**src/rtl/maxpool2d_stream.sv**
```systemverilog
// 2x2 stride-2 signed max-pooling over a row-major, channel-after-channel pixel stream.
// One half-width line buffer holds horizontal maxima of even rows until the odd row arrives.
module maxpool2d_stream #(
    parameter int DATA_WIDTH = 16,
    parameter int MAX_WIDTH  = 256,
    parameter int ADDR_WIDTH = 28
) (
    input  logic                  i_clk,
    input  logic                  i_rst,
    input  logic                  i_start,
    input  logic [8:0]            i_width,
    input  logic [8:0]            i_height,
    input  logic [9:0]            i_channels,
    input  logic                  i_valid,
    input  logic [DATA_WIDTH-1:0] i_data,
    output logic                  o_valid,
    output logic [DATA_WIDTH-1:0] o_data,
    output logic [ADDR_WIDTH-1:0] o_addr,
    output logic                  o_busy,
    output logic                  o_done
);

    localparam int LB_DEPTH = MAX_WIDTH / 2;
    localparam int LB_AW    = $clog2(LB_DEPTH);

    typedef enum logic [1:0] {S_IDLE, S_RUN, S_FIN} state_t;

    state_t                         state_q, state_d;
    logic [8:0]                     width_q, width_d;
    logic [8:0]                     height_q, height_d;
    logic [9:0]                     chans_q, chans_d;
    logic [8:0]                     col_q, col_d;
    logic [8:0]                     row_q, row_d;
    logic [9:0]                     ch_q, ch_d;
    logic signed [DATA_WIDTH-1:0]   h_q, h_d;
    logic [ADDR_WIDTH-1:0]          cnt_q, cnt_d;
    logic                           o_valid_q, o_valid_d;
    logic [DATA_WIDTH-1:0]          o_data_q, o_data_d;
    logic [ADDR_WIDTH-1:0]          o_addr_q, o_addr_d;

    logic signed [DATA_WIDTH-1:0]   line_buf [LB_DEPTH];
    logic [LB_AW-1:0]               lb_idx;
    logic                           lb_we;
    logic signed [DATA_WIDTH-1:0]   pix, hmax, lb_rd, vmax;
    logic                           last_col, last_row, last_ch;

    assign pix      = signed'(i_data);
    assign lb_idx   = col_q[LB_AW:1];
    assign lb_rd    = line_buf[lb_idx];
    assign hmax     = (pix > h_q) ? pix : h_q;
    assign vmax     = (lb_rd > hmax) ? lb_rd : hmax;
    assign last_col = (col_q == width_q - 9'd1);
    assign last_row = (row_q == height_q - 9'd1);
    assign last_ch  = (ch_q == chans_q - 10'd1);

    always_comb begin
        state_d   = state_q;
        width_d   = width_q;
        height_d  = height_q;
        chans_d   = chans_q;
        col_d     = col_q;
        row_d     = row_q;
        ch_d      = ch_q;
        h_d       = h_q;
        cnt_d     = cnt_q;
        o_valid_d = 1'b0;
        o_data_d  = o_data_q;
        o_addr_d  = o_addr_q;
        lb_we     = 1'b0;

        case (state_q)
            S_IDLE: begin
                if (i_start) begin
                    width_d  = i_width;
                    height_d = i_height;
                    chans_d  = i_channels;
                    col_d    = '0;
                    row_d    = '0;
                    ch_d     = '0;
                    cnt_d    = '0;
                    if (i_width == '0 || i_height == '0 || i_channels == '0)
                        state_d = S_FIN;
                    else
                        state_d = S_RUN;
                end
            end
            S_RUN: begin
                if (i_valid) begin
                    // Odd trailing column/row never reaches an odd-col/odd-row slot, so floor falls out naturally.
                    if (!col_q[0]) begin
                        h_d = pix;
                    end else if (!row_q[0]) begin
                        lb_we = 1'b1;
                    end else begin
                        o_valid_d = 1'b1;
                        o_data_d  = vmax;
                        o_addr_d  = cnt_q;
                        cnt_d     = cnt_q + 1'b1;
                    end

                    if (last_col) begin
                        col_d = '0;
                        if (last_row) begin
                            row_d = '0;
                            ch_d  = ch_q + 10'd1;
                            if (last_ch)
                                state_d = S_FIN;
                        end else begin
                            row_d = row_q + 9'd1;
                        end
                    end else begin
                        col_d = col_q + 9'd1;
                    end
                end
            end
            S_FIN: begin
                state_d = S_IDLE;
            end
            default: begin
                state_d = S_IDLE;
            end
        endcase
    end

    always_ff @(posedge i_clk) begin
        if (i_rst) begin
            state_q   <= S_IDLE;
            width_q   <= '0;
            height_q  <= '0;
            chans_q   <= '0;
            col_q     <= '0;
            row_q     <= '0;
            ch_q      <= '0;
            h_q       <= '0;
            cnt_q     <= '0;
            o_valid_q <= 1'b0;
            o_data_q  <= '0;
            o_addr_q  <= '0;
        end else begin
            state_q   <= state_d;
            width_q   <= width_d;
            height_q  <= height_d;
            chans_q   <= chans_d;
            col_q     <= col_d;
            row_q     <= row_d;
            ch_q      <= ch_d;
            h_q       <= h_d;
            cnt_q     <= cnt_d;
            o_valid_q <= o_valid_d;
            o_data_q  <= o_data_d;
            o_addr_q  <= o_addr_d;
        end
    end

    always_ff @(posedge i_clk) begin
        if (lb_we)
            line_buf[lb_idx] <= hmax;
    end

    assign o_valid = o_valid_q;
    assign o_data  = o_data_q;
    assign o_addr  = o_addr_q;
    assign o_busy  = (state_q == S_RUN);
    assign o_done  = (state_q == S_FIN);

endmodule

```
**config.mk**
```make
export PLATFORM = sky130hd
export DESIGN_NAME = maxpool2d_stream
export DESIGN_NICKNAME = d
export VERILOG_FILES = /design/src/rtl/maxpool2d_stream.sv
export SDC_FILE = /design/constraint.sdc
export NUM_CORES = 2
export LEC_CHECK = 0
export ABC_AREA = 1
export BUFFER_PORTS_ARGS = -buffer_cell sky130_fd_sc_hd__buf_2
export CAP_MARGIN = 10
export CORE_UTILIZATION = 30
export CTS_CLUSTER_SIZE = 24
export DETAILED_ROUTE_END_ITERATION = 6
export GPL_ROUTABILITY_DRIVEN = 0
export SETUP_SLACK_MARGIN = 0.5
export SLEW_MARGIN = 40
export SYNTH_ARGS = -nofsm -noshare
export SYNTH_HDL_FRONTEND = slang
export SYNTH_SLANG_ARGS = --single-unit
```
**constraint.sdc**
```tcl
create_clock -name i_clk -period 18.1 [get_ports i_clk]
set_input_delay 3.62 -clock i_clk [delete_from_list [all_inputs] [get_ports i_clk]]
set_output_delay 3.62 -clock i_clk [all_outputs]
set_load 0.01 [all_outputs]
```
==> impl_metrics.py <==
metrics = {
    "status": {
        "status": "complete, but fails checks",
        "violations": "DRC",
    },
    "synthesis": {
        "netlist.area_leader.share_pct": 68.1,
        "synth_cell_types": 44,
        "ys_warn_count": 0,
        "synth_area_leaders": "edfxtp_1 (68%), nand3_1 (12%), nand2_1 (9.4%)",
        "synth-edff-count": 2048,
        "syn_inst": 7921,
        "async_flop_share_pct": 0,
        "synth-seq-cells": 2202,
        "synth_flop_cell": "edfxtp_1",
        "yosys.cell_count.top_type": "nand2_1",
        "synth_area_um2": 90400,
        "yosys-top-cells-count": "nand2_1 (2,275), nand3_1 (2,116), edfxtp_1 (2,048), buf_2 (267), nor2_1 (258)",
        "synth_top_area_cell": "edfxtp_1",
        "syn_area_per_cell_um2": 11.4,
        "synth.net_count": 8008,
        "yosysSeqAreaShare_pct": 71.5,
    },
    "timing": {
        "post-route-min-period_ns": 7.82,
        "skew_ns": 0.0419,
        "rsz0062_at_grt": "false",
        "slew_violations": 0,
        "final_hold_viol_count": 0,
        "clock.fmax_mhz": 128,
        "setup_viol_count_final": 0,
        "period_share_pct": 43.2,
        "max_slew.worst_pin.slew_ns": 0.924,
        "tns_ns": 0,
        "max_slew_margin_pct": 38.4,
    },
    "critical_path": {
        "r2r_setup_slack_ns": 10.57,
        "worst_r2r_endpoint": "o_data[5]",
        "cp.arrival_ns": 8.55,
        "crit_top_cell": "nand2_1",
        "worst_path_max_delay_cell": "nand2_1",
        "timing.critical_path.depth": 23,
        "max_stage_delay_ns": 0.55,
        "end_kind": "flop",
        "cp.required_ns": 18.83,
        "cp_max_fo": 58,
        "critPathKind": "in -> reg",
        "crit_buf_inv": 3,
        "cp_top_family": "simple AND/OR/NAND/NOR gates",
        "crit_chain": "buf_2 > ha_1 > nand2_1 > nor2_1 > o21ai_0 > nand3_1 > nand2_1 > nand3_1 > nand2_1 > nand2_1 > nand2_1 > nand2_4 > inv_1 > ha_1 > nand4_1 > nor3_1 > nand2_1 > nand3_1 > nand3_2 > inv_1 > nand3_1 > nand3_1 > a21oi_1",
        "cp-start-kind": "primary input",
        "r2r_cells": 23,
    },
    "cts": {
        "cts.path.max_buffers": 3,
        "ctsHtreeMaxLevel": 4,
        "clkTransAtPathRegs_ns": 0.07,
        "cts_tree": "built",
        "clkLatencyLatePin_ns": 0.87,
        "numCtsBuffers": 213,
        "post_cts_buffers": 0,
        "hold_buffers": 0,
        "cts_resized": 0,
        "cts_root_buf": "clkbuf_16",
        "clock-sinks": 2202,
    },
    "final_layout": {
        "fillers": 29300,
        "fin_area_um2": 102000,
        "drive_gt1_share_pct": 8.25,
        "multi_input_area_um2": 23200,
        "register_area_um2": 64600,
        "layout.cells.non_filler": 12100,
        "fin_nets": 8016,
        "area_delta_synth_final_pct": 13.3,
    },
    "routing": {
        "drtPass1Iterations": 7,
        "viasPerCell": 5.18,
        "drtIter0Drc": 7236,
        "num_vias": 62500,
        "routed_wl_mm": 270,
        "ant_nets": 0,
        "drc": 14,
        "wl_per_cell_um": 22.4,
    },
    "power_and_ir_drop": {
        "clkPwrFrac_pct": 40.6,
        "ir_drop_v": 0.0000856,
        "p_int_w": 0.00830,
        "power_frac_seq_pct": 53.7,
        "power_frac_comb_pct": 5.7,
        "pwr_density_cell_nw_per_um2": 105,
        "p_sw_share_pct": 22.7,
        "p_leak_nw": 35.3,
        "power.switching_w": 0.00244,
    },
    "global_route": {
        "grt_pass1_wl_mm": 393,
        "grt_start_max_net_pins": 216,
        "grt.total_usage_pct": 17.4,
        "grt_overflow_total": 0,
        "grt_pass1_vias": 58000,
        "antenna_found_initial": 3,
    },
    "die": {
        "placementRows": 201,
        "die_area_um2": 303000,
        "start_util_pct": 30.1,
        "design.core.area_um2": 300000,
        "die_w_um": 551,
        "ios": 95,
        "dieHeight_um": 551,
    },
    "place": {
        "dpl_cell_area_um2": 95500,
        "place_inst": 11700,
        "portBuffers": 94,
        "place_hpwl_mm": 146,
    },
    "flow_run": {
        "drv_cap": 0,
    },
    "worst_hold_path": {
        "whs_endpoint": "o_data[8]",
        "min_from": "o_data[8]",
        "hp-class": "reg -> reg",
        "holdPathStages": 2,
    },
}
-- placed cells by master (no fill, tap or decap), types with 4 or more instances in the layout --
master and count:
buf_4 172, xor2_1 36, nor3_1 34, o21ai_1 10, dfxtp_4 4, clkinv_2 37
clkinvlp_4 4, nand3b_1 4, buf_2 93, nand3_1 2114, clkbuf_16 215, o21ai_0 91
a21oi_1 121, clkbuf_1 50, clkbuf_8 7, nor4_1 10, nand2_4 17, inv_6 8
xnor2_1 20, nand3_2 4, bufinv_16 16, ha_1 39, buf_12 12, buf_6 18
dfxtp_1 149, edfxtp_1 2048, clkinv_1 49, nor2_2 7, nand2_2 7, nand4_1 21
nand2_1 2257, nor2_1 247, inv_1 121, nor2_4 9, clkinv_16 4, inv_2 7
-- sequential cells by signal, indices dropped and copies added, names as in the netlist, named ones only --
name / count
line_buf: 2048
cnt_q: 28
o_addr: 28
h_q: 16
o_data: 16
ch_q: 10
chans_q: 10
col_q: 9
height_q: 9
row_q: 9
width_q: 9
state_q: 2
o_valid: 1
-- power groups by stage --
stage / logic [W] / registers [W] / clock network, W
after floorplan: 0.000332 / 0.00590 / 0
after global placement: 0.000589 / 0.00587 / 0
after detailed placement: 0.000605 / 0.00587 / 0
after CTS: 0.000607 / 0.00576 / 0.00441
after global routing: 0.000662 / 0.00576 / 0.00460
final: 0.000614 / 0.00576 / 0.00436
-- area by class of cell --
type / count / share of cell area (%)
multi-input combinational: 5078 / 22.7
antenna: 3 / 0.00733
clock inverter: 121 / 1.09
tap: 3958 / 4.84
inverter: 136 / 0.547
timing repair buffer: 298 / 2.23
clock buffer: 273 / 5.54
sequential: 2202 / 63.1
-- cell families after synthesis --
logic type               after synthesis  share of synthesized area [%]
AO/OA/AOI/OAI                        240                           1.39
XOR/XNOR                              58                          0.593
buffers and inverters                641                           3.09
adder cells (fa/ha/maj)               39                          0.540
AND/OR/NAND/NOR                     4741                           22.9
flip-flops                          2202                           71.5
-- worst reg2reg max path: stages (launching register included) --
cell	delay [ns]
dfxtp_4	0.84
clkinv_16	0.58
buf_12	0.77
buf_12	0.42
buf_16	0.27
buf_6	0.60
nand2_1	0.15
nand3_1	0.07
nand3_1	0.12
nand3_1	0.09
nand3_1	0.21
nand3_1	0.61
nand3_1	0.49
nand2_1	0.11
ha_1	0.30
nand4_1	0.12
nor3_1	0.22
nand2_1	0.11
nand3_1	0.09
nand3_2	0.32
inv_1	0.53
nand3_1	0.18
nand3_1	0.11
a21oi_1	0.09
-- per-layer routing --
layer	vias to the layer above	wire, µm	GRT usage [%]
met2	2931	124000	27.3
met4	0	13400	8.23
met1	31000	109000	23.4
met3	539	23100	2.84
li1	28000	-	-
met5	-	0	0
-- through the flow --
step           total power (W)  utilization, %  hold WS, ns  setup slack (ns)
5_1_grt                 0.0110            34.2        0.505              9.78
3_5_place_dp           0.00648            31.8        0.462              9.47
3_3_place_gp           0.00646            31.8        0.465              9.39
2_1_floorplan          0.00623               -        0.444              9.77
6_report                0.0107            34.2        0.476             10.28
4_1_cts                 0.0108            34.1        0.480             10.40
-- worst max-delay path by stage --
stage | start | end | slack [ns]
global placement | i_data[7] | o_data[6] | 9.39
CTS | i_data[7] | o_data[5] | 10.40
detailed placement | i_data[15] | o_data[5] | 9.47
global route | i_data[7] | o_data[3] | 9.78
finish | i_data[7] | o_data[5] | 10.28
floorplan | i_data[7] | o_data[13] | 9.77
Power figures use the tool's default switching activity.
